==> config.mk <==
export PLATFORM = sky130hd
export DESIGN_NAME = multi_freq_counter
export DESIGN_NICKNAME = d
export VERILOG_FILES = /design/src/rtl/multi_freq_counter_pkg.sv /design/src/rtl/freq_channel.sv /design/src/rtl/multi_freq_counter.sv
export SDC_FILE = /design/constraint.sdc
export NUM_CORES = 1
export LEC_CHECK = 0
export ABC_AREA = 1
export CORE_MARGIN = 2
export CORE_UTILIZATION = 35
export DETAILED_ROUTE_END_ITERATION = 10
export MAX_ROUTING_LAYER = met4
export PLACE_DENSITY = 0.55
export SLEW_MARGIN = 15
export SYNTH_ARGS = -nofsm -noshare
export SYNTH_HDL_FRONTEND = slang
export SYNTH_SLANG_ARGS = --single-unit
==> constraint.sdc <==
create_clock -name clk -period 2.9 [get_ports clk]
set_input_delay 0.435 -clock clk [delete_from_list [all_inputs] [get_ports clk]]
set_output_delay 0.435 -clock clk [all_outputs]
set_load 0.05 [all_outputs]
==> src/rtl/multi_freq_counter_pkg.sv <==
`default_nettype none
// ============================================================================
// Module   : multi_freq_counter_pkg
// Brief    : Shared constants and the saturating-increment helper used by the
//            multi-channel frequency counter.
// Revision : 1.0  initial release
// ============================================================================
package multi_freq_counter_pkg;

    // Measurement mode encodings driven on the top-level mode input.
    localparam logic MODE_HIGH   = 1'b0;  // count ticks while input is high
    localparam logic MODE_PERIOD = 1'b1;  // count ticks between rising edges

    // Saturating increment for an accumulator of 'width' bits (width <= 32).
    // The value is carried zero-extended in 32 bits; the caller truncates back.
    function automatic logic [31:0] sat_inc(input logic [31:0] value,
                                            input int unsigned width);
        logic [31:0] max_val;
        if (width >= 32) begin
            max_val = '1;
        end else begin
            max_val = (32'd1 << width) - 32'd1;
        end
        if (value >= max_val) begin
            return max_val;
        end
        return value + 32'd1;
    endfunction

endpackage
`default_nettype wire

==> src/rtl/freq_channel.sv <==
`default_nettype none
// ============================================================================
// Module   : freq_channel
// Brief    : One measurement channel: 2-flop synchroniser, edge detector,
//            saturating tick accumulator and latched result with flags.
// Revision : 1.0  initial release
// ============================================================================
module freq_channel
    import multi_freq_counter_pkg::*;
#(
    parameter int WIDTH = 8
) (
    input  logic             clk,
    input  logic             rst_n,
    input  logic             sig_i,
    input  logic             mode_i,
    input  logic             enable_i,
    input  logic             tick_i,
    input  logic             clear_i,
    output logic [WIDTH-1:0] count_o,
    output logic             valid_o,
    output logic             ovf_o
);

    localparam logic [WIDTH-1:0] ACC_MAX = '1;

    logic             sync1_q;
    logic             sync2_q;
    logic             prev_q;
    logic [WIDTH-1:0] acc_q,   acc_d;
    logic             sat_q,   sat_d;
    logic [WIDTH-1:0] count_q, count_d;
    logic             valid_q, valid_d;
    logic             ovf_q,   ovf_d;

    logic             rise;
    logic             fall;
    logic             latch_edge;

    // Synchroniser and edge-history flops run regardless of enable so that
    // re-enabling never produces a stale edge.
    always_ff @(posedge clk or negedge rst_n) begin
        if (!rst_n) begin
            sync1_q <= 1'b0;
            sync2_q <= 1'b0;
            prev_q  <= 1'b0;
        end else begin
            sync1_q <= sig_i;
            sync2_q <= sync1_q;
            prev_q  <= sync2_q;
        end
    end

    // Accumulate on ticks, latch on the mode-selected edge; a latching edge
    // takes priority over a coincident tick so the tick is discarded.
    always_comb begin
        acc_d   = acc_q;
        sat_d   = sat_q;
        count_d = count_q;
        valid_d = 1'b0;
        ovf_d   = ovf_q;

        rise       = sync2_q & ~prev_q;
        fall       = ~sync2_q & prev_q;
        latch_edge = (mode_i == MODE_PERIOD) ? rise : fall;

        if (clear_i) begin
            acc_d = '0;
            sat_d = 1'b0;
        end else if (enable_i && latch_edge) begin
            if (acc_q != '0) begin
                count_d = acc_q;
                valid_d = 1'b1;
                ovf_d   = sat_q;
            end
            acc_d = '0;
            sat_d = 1'b0;
        end else if (tick_i && ((mode_i == MODE_PERIOD) || sync2_q)) begin
            acc_d = WIDTH'(sat_inc(32'(acc_q), WIDTH));
            if (acc_q == ACC_MAX) begin
                sat_d = 1'b1;
            end
        end
    end

    // Measurement state register.
    always_ff @(posedge clk or negedge rst_n) begin
        if (!rst_n) begin
            acc_q   <= '0;
            sat_q   <= 1'b0;
            count_q <= '0;
            valid_q <= 1'b0;
            ovf_q   <= 1'b0;
        end else begin
            acc_q   <= acc_d;
            sat_q   <= sat_d;
            count_q <= count_d;
            valid_q <= valid_d;
            ovf_q   <= ovf_d;
        end
    end

    assign count_o = count_q;
    assign valid_o = valid_q;
    assign ovf_o   = ovf_q;

endmodule
`default_nettype wire

==> src/rtl/multi_freq_counter.sv <==
`default_nettype none
// ============================================================================
// Module   : multi_freq_counter
// Brief    : CHANNELS independent high-phase / period counters sharing one
//            prescaled tick enable and one mode-change clear.
// Revision : 1.0  initial release
// ============================================================================
module multi_freq_counter
    import multi_freq_counter_pkg::*;
#(
    parameter int CHANNELS = 4,
    parameter int WIDTH    = 8,
    parameter int PRESCALE = 250,
    parameter int PS_W     = 8
) (
    input  logic                      clk,
    input  logic                      rst_n,
    input  logic                      mode,
    input  logic                      enable,
    input  logic [CHANNELS-1:0]       ip_signal,
    output logic [CHANNELS*WIDTH-1:0] count,
    output logic [CHANNELS-1:0]       valid,
    output logic [CHANNELS-1:0]       ovf
);

    localparam logic [PS_W-1:0] PS_LAST = PS_W'(PRESCALE - 1);

    logic [PS_W-1:0] ps_q, ps_d;
    logic            tick;
    logic            mode_q;
    logic            mode_clear;

    // Prescaler: wraps at PRESCALE-1 and freezes (not clears) while disabled.
    always_comb begin
        ps_d = ps_q;
        tick = 1'b0;
        if (enable) begin
            if (ps_q == PS_LAST) begin
                ps_d = '0;
                tick = 1'b1;
            end else begin
                ps_d = ps_q + PS_W'(1);
            end
        end
    end

    // Prescaler and previous-mode registers.
    always_ff @(posedge clk or negedge rst_n) begin
        if (!rst_n) begin
            ps_q   <= '0;
            mode_q <= MODE_HIGH;
        end else begin
            ps_q   <= ps_d;
            mode_q <= mode;
        end
    end

    // Any mode change restarts every accumulator on the following edge.
    assign mode_clear = (mode != mode_q);

    generate
        for (genvar i = 0; i < CHANNELS; i++) begin : g_ch
            freq_channel #(
                .WIDTH (WIDTH)
            ) u_ch (
                .clk      (clk),
                .rst_n    (rst_n),
                .sig_i    (ip_signal[i]),
                .mode_i   (mode),
                .enable_i (enable),
                .tick_i   (tick),
                .clear_i  (mode_clear),
                .count_o  (count[i*WIDTH +: WIDTH]),
                .valid_o  (valid[i]),
                .ovf_o    (ovf[i])
            );
        end
    endgenerate

endmodule
`default_nettype wire

# Word-level counts from Yosys, hierarchy flattened
# Index checks and enable logic that the tools add are counted.
# W data, S select, Z words.
# totals
regBits	97
inputBits	8
out_inout_bits	40
elab_cells	181
# op_classes
addsub	5
magnitude_cmp	4
eq_ne	6
n_mux	83
bitwise	17
n_reduce_logical	32
# ops
op	count
$mux W32	12
$mux W8	21
$ge A8 B32 Y1	4
$mux W1	50
$add A8 B1 Y8 const B	5
$eq A8 B8 Y1 const B	5
$reduce_bool A8 Y1	4
$reduce_bool A3 Y1	8
$reduce_and A3 Y1	4
$not A1 Y1	9
$and A1 B1 Y1	8
$logic_and A1 B1 Y1	8
$reduce_and A2 Y1	4
$logic_or A1 B1 Y1	4
$ne A1 B1 Y1	1

# Depth between registers and ports, before layout
# depth
word_depth	16
depth_mapped	9
ltp_nobuf	9

# Modules after synthesis
# From an unflattened synthesis, not the netlist that was laid out.
# unflattened
cells_unflattened	601
area_unflattened_um2	4953.5
# modules_own_cells
mod	n_inst	cells_each	area_per_inst_um2	seq_area_each_um2
freq_channel	4	136	1119.8	550.5
multi_freq_counter	1	57	474.2	225.2

# Worst setup path before layout
# OpenSTA, ideal clock, no wires.
# synth_timing
kind	input-to-reg
start	input mode
end	register g_ch[0].u_ch.count_q[0]
setup_ps	119
arrival_time_ps	1309
t_required_ps	2781
slack_ps	1472
stages	6
n_path_buf	0
path_cell_list	xnor2_2 inv_6 nor2_8 nand2_8 nand2_2 nand2_1
# synth_via
elab_chain_len	3
word_cells_on_any_way	5
cone_classes	eq/ne: 1; mux: 1; bitwise: 1; reduce/logical: 2
# synth_lines
item	line_no	source
from (decl)	multi_freq_counter.sv:18	input logic mode,
$mux W1 or $ne A1 B1 Y1 (tied branches)	freq_channel.sv:65, multi_freq_counter.sv:59	
$logic_and A1 B1 Y1 or $not A1 Y1 (tied branches)	n/a	
$reduce_and A3 Y1 (no line) *	n/a	
to (signal assigned)	freq_channel.sv:97	count_q <= count_d;
to (decl)	freq_channel.sv:32	logic [WIDTH-1:0] count_q, count_d;
# Mark *: on every way between the ends. The rest lies on a longest branch, timed or not.
# A chain may end at the register's enable or synchronous reset.

# Worst setup path in the final report
# layout_timing
start	input mode
end	register g_ch[0].u_ch.count_q[1]
# The elaborated chain is that of the path after synthesis.

==> flow_summary.toml <==
[grt]
grt_pass1_vias = 3848
grt_antenna_before_repair = 0
grt_pass1_wl_um = 18100
grt-ovfl-total = 0
grt_max_degree = 52
grt_use_total_pct = 14.4

[setup_path]
cp.buffers_inverters = 2
start_kind = "primary input"
crit_arrival_ns = 2.23
crit_required_ns = 3.14
cpPeakStageDelay_ns = 0.65
crit_fanout = 14
crit_type = "primary input to flop"
cpMaxStageDelayCell = "clkdlybuf4s50_1"
crit_family = "buffers and inverters"
crit_chain = "clkdlybuf4s50_1 -> xnor2_2 -> inv_6 -> nor2_8 -> nand2_8 -> nand2_2 -> nand2_1"
end_kind = "flop"

[die]
start_util_pct = 35.6
coreArea_um2 = 14400
die_x_um = 125
top_level_ports = 48
rows = 44
die_area_um2 = 15700
die_height_um = 125

[power]
p_int_mw = 2.14
power_density_nw_per_um2 = 486
switching_share_pct = 26.9
clockPowerShare_pct = 38.3
p_comb_share_pct = 11.6
vdd_drop_max_v = 0.000258
leakagePower_nw = 3.30
p_seq_share_pct = 50.1
p_switching_uw = 789

[clock_network]
cts_setup_buffers = 0
cts_made_buffers = 9
cts_tree = "yes"
clk_root_buffer_cell = "clkbuf_16"
clock_insertion_delay_worst_skew_ns = 0.34
cts_resized = 0
cts.clk_slew.worst_paths_ns = 0.07
cts_sinks = 97
htree_levels = 3
postCtsHoldBufs = 0
clockBufferDepth = 2

[yosys]
ys_types = 31
yosysWarningCount = 0
syn_nets = 652
yosysSeqAreaShare_pct = 47.2
synthesis.area_um2 = 5140
synth.avg_cell_area_um2 = 8.11
synth_seq_cells = 97
syn_inst = 634

[detailed_routing]
wl_per_cell_um = 11.7
drtIter0Drc = 200
firstDrtPassIters = 4
viasPerCell = 4.64
vias = 4023
routed_wl_um = 10100
ant_nets = 0
drc = 0

[finish]
drive_above_1_share_pct = 10.4
fin_nets = 697
final_cell_mix = "nand2_1 (224), dfrtp_1 (97), nand3_1 (95)"
final_common_cell = "nand2_1"
synthToLayoutAreaGrowth_pct = 17.4
antennaDiodeCount = 0
fillers = 1456
fin_util_pct = 41.8

[timing]
fin_crit_sh_pct = 68.8
fin_worst_skew_ns = 0.00520
min_period_ns = 2.00
hold_violations = 0
drv_slew = 0
setup_tns_ns = 0
rsz0062_at_grt = "false"
worst_slew_pin_slew_ns = 0.619
setup_violations = 0
max_freq_ghz = 0.501
relSlewSlack_pct = 58.7

[place]
io_buffers = 47
place_congestion = 0.829
dp_hpwl_um = 7230

[worst_hold_path]
min_path_type = "primary input to async pin"

[run_status]
outcome = "completed"

[job]
drv_cap = 0
==> per-stage QoR <==
| step | cell area (um2) | setup WS (ns) | hold slack, ns | cells | power [mW] |
|---|---|---|---|---|---|
| final | 6030 | 0.904 | 0.102 | 867 | 2.93 |
| after global routing | 6030 | 0.690 | 0.143 | 867 | 3.10 |
| after CTS | 6030 | 0.871 | 0.114 | 867 | 2.98 |
| after detailed placement | 5750 | 0.504 | 0.335 | 852 | 1.84 |
| after global placement | 5750 | 0.540 | 0.332 | 852 | 1.83 |
| after floorplan | 5140 | 1.47 | 0.139 | 634 | 1.74 |
==> final cells by class <==
type | instances | area, um2 | share of cell area [%]
multi-input combinational | 466 | 2380 | 39.5
tap | 184 | 230 | 3.82
clock buffer | 11 | 253 | 4.19
clock inverter | 4 | 27.5 | 0.456
inverter | 55 | 211 | 3.50
sequential | 97 | 2430 | 40.2
timing repair buffer | 50 | 503 | 8.34
==> sequential cells by signal (all words and copies together) (netlist names) <==
signal and cells:
g_ch.u_ch.prev_q 4, g_ch.u_ch.count_o 32, ps_q 8, mode_q 1, g_ch.u_ch.sync1_q 4, g_ch.u_ch.valid_o 4
g_ch.u_ch.acc_q 32, g_ch.u_ch.sat_q 4, g_ch.u_ch.ovf_o 4, g_ch.u_ch.sync2_q 4
==> final timing paths <==
path,start,slack [ns],end,cells past startpoint
worst max-delay path,mode,0.90,g_ch[0].u_ch.count_o[1]$_DFFE_PN0P_,7
worst min-delay path,rst_n,0.10,g_ch[0].u_ch.count_o[6]$_DFFE_PN0P_,1
worst max register to register,ps_q[1]$_DFFE_PN0P_,1.22,g_ch[0].u_ch.acc_q[7]$_DFFE_PN0P_,8
worst min register to register,g_ch[3].u_ch.sync1_q$_DFF_PN0_,0.35,g_ch[3].u_ch.sync2_q$_DFF_PN0_,0
max in group asynchronous,rst_n,2.12,mode_q$_DFF_PN0_,2
min in group clk,g_ch[3].u_ch.sync1_q$_DFF_PN0_,0.35,g_ch[3].u_ch.sync2_q$_DFF_PN0_,0
==> metal layers <==
metal  part of all wire [%]  track usage (%)  vias to the layer above
li1                       -                -                     2080
met1                     50             19.2                     1870
met2                     45             21.4                       61
met3                    3.5             3.55                       12
met4                    1.5             4.97                        0
met5                      0                -                        -
==> power groups by stage <==
stage	logic, mW	clock network (mW)	registers, mW
6_report	0.339	1.12	1.47
5_1_grt	0.398	1.22	1.48
4_1_cts	0.348	1.16	1.47
3_5_place_dp	0.346	0	1.49
3_3_place_gp	0.336	0	1.49
2_1_floorplan	0.258	0	1.48
==> synth_stat cells (all sizes together) <==
library cell,n,area [um2]
nand3,95,475
nand2,246,1020
a21oi,4,20.0
xnor2,4,42.6
nand4,3,18.8
ha,10,125
o21ai,14,70.1
clkbuf,2,7.51
nand3b,7,103
or2,3,18.8
nor3,2,10.0
xor2,3,26.3
buf,14,114
mux2i,1,10.0
nor2,72,430
o21a,1,7.51
inv,55,211
dfrtp,97,2430
nor3b,1,7.51
==> kinds of logic after synthesis <==
group	Yosys count	share of synthesized area [%]
adders and majority gates	10	2.43
AOI/OAI and AO/OA	19	1.90
xor gates and xnor gates	7	1.34
buffers and inverters	71	6.47
and+or+nand+nor	429	40.4
muxes	1	0.195
DFF	97	47.2
(Power assumes the default switching activity.)
==> edit (config.mk and constraints unchanged) <==
`WIDTH` is set to 8 in 2 places; all go to 12.
--- a/src/rtl/freq_channel.sv
+++ b/src/rtl/freq_channel.sv
@@ -8,7 +8,7 @@
 module freq_channel
     import multi_freq_counter_pkg::*;
 #(
-    parameter int WIDTH = 8
+    parameter int WIDTH = 12
 ) (
     input  logic             clk,
     input  logic             rst_n,
--- a/src/rtl/multi_freq_counter.sv
+++ b/src/rtl/multi_freq_counter.sv
@@ -9,7 +9,7 @@
     import multi_freq_counter_pkg::*;
 #(
     parameter int CHANNELS = 4,
-    parameter int WIDTH    = 8,
+    parameter int WIDTH    = 12,
     parameter int PRESCALE = 250,
     parameter int PS_W     = 8
 ) (
Ports: changed (resized count); port bits go from 48 to 64. No check against the original RTL was run, so the function may have changed too.
==> edit against the original RTL <==
Area after synthesis up 30%. Global-route usage rose by 2.1 points. Sequential cell count grew 32. Routed wire length rose by 50%. Final area is 34% higher. Worst setup slack worse by 0.13 ns. Register-to-register slack lost 0.31 ns. Total power rose by 51%. Critical path depth rose by 2. Via count is 40% higher. Critical endpoint is now g_ch[3].u_ch.count_o[4]$_DFFE_PN0P_.
==> edit: results (changes against the original RTL) <==
Drt
  • Via count: 5,618 (+40%)
  • Avg WL per Cell: 12.7 um (+9.0%)
  • Routed wire length: 15,200 um (+50%)
  • Routed met1 length: 7480 um (+47%)
  • Drt first-iter violations: 435 (+120%)
  • Met2 wire length: 7070 um (+56%)

Global routing
  • Routing usage on met2: 0.248 (+0.0349)
  • Gr usage total: 0.165 (+0.0208)
  • Largest net degree at the start of global routing: 72 (+38%)
  • M1 GR Usage: 0.221 (+0.0289)
  • Global-route wire length before repair: 26,000 um (+43%)
  • Vias in the first global route: 5,233 (+36%)
  • GR Util met3: 0.0303 (-0.00523)

Finish
  • Share of layout cells above drive strength 1: 0.0689 (-0.0351)
  • FILL cells: 1,884 (+29%)
  • Final Util: 0.434 (+0.0153)

Status
  • Run status: finished, final reports clean

Placed design
  • PortBufs: 63 (+34%)
  • Dpl cells: 1,160 (+36%)
  • Dpl ws: 0.323 ns (-0.181 ns)
  • Routability Congestion: 0.824 (-0.60%)
  • Post-DP Area: 0.00748 mm2 (+30%)

Logic synthesis
  • Mapped Cells: 889 (+40%)
  • Synth unique cells: 25 (-19%)
  • Synth top cells by count: nand2_1, dfrtp_1, inv_1
  • Sequential area share after synthesis: 0.483 (+0.0111)
  • Syn nets: 907 (+39%)

Clock network
  • TritonCTS Buffers: 17 (+8)
  • Skew-Pair Late Insertion Delay: 0.41 ns (+0.07 ns)

STA
  • Slew @ Worst Pin: 0.721 ns (+0.102 ns)
  • Clock Skew: 0.00624 ns (+0.00105 ns)
  • Final WS setup: 0.772 ns (-0.133 ns)

Setup path
  • FF-to-FF Start: g_ch[3].u_ch.acc_q[0]$_DFFE_PN0P_
  • Worst Path Arrival: 2.43 ns (+0.20 ns)

Power
  • Leakage power total: 4.23 nW (+28%)
  • VDD IR max: 392 uV (+52%)
==> edit: how the worst min path moves through the flow <==
stage	startpoint	endpoint	slack (ns)	cells past startpoint
after floorplan	rst_n	g_ch[0].u_ch.acc_q[0]$_DFFE_PN0P_	0.14	0
after global placement	g_ch[1].u_ch.sync1_q$_DFF_PN0_	g_ch[1].u_ch.sync2_q$_DFF_PN0_	0.33	0
after detailed placement	g_ch[0].u_ch.sync1_q$_DFF_PN0_	g_ch[0].u_ch.sync2_q$_DFF_PN0_	0.34	0
after CTS	rst_n	g_ch[2].u_ch.acc_q[2]$_DFFE_PN0P_	0.07	1
after global routing	rst_n	g_ch[2].u_ch.acc_q[4]$_DFFE_PN0P_	0.11	1
final	rst_n	g_ch[2].u_ch.acc_q[4]$_DFFE_PN0P_	0.004	1
==> edit: cell type report <==
cell class              instances  share of cell area
clock buffers                  24              0.0619
clock inverters                 8              0.0154
inverters                      80              0.0370
multi-input cells             641               0.360
flip-flops and latches        129               0.398
well taps                     234              0.0361
repair buffers                 76              0.0915
==> edit: cells by family after synthesis <==
| kind of cell | count (synthesis) | share of synthesized area |
|---|---|---|
| buf+inv | 119 | 0.0813 |
| compound gates | 26 | 0.0202 |
| fa+ha+maj | 10 | 0.0187 |
| flops | 129 | 0.483 |
| simple gates | 598 | 0.386 |
| xor+xnor | 7 | 0.0103 |
==> edit: critical path, cell delays in order <==
cell and delay [ns]:
clkdlybuf4s50_1 0.60, inv_2 0.15, nand2_1 0.08, nand2_1 0.06
nand3_1 0.09, inv_1 0.30, nand3_1 0.46, nand2_1 0.18
nand2_1 0.06
==> edit: power breakdown <==
part	switching [mW]	total [mW]	internal, mW
sequential	0.0411	1.90	1.86
combinational	0.203	0.290	0.0871
clock	0.778	2.24	1.47
total	1.02	4.43	3.41
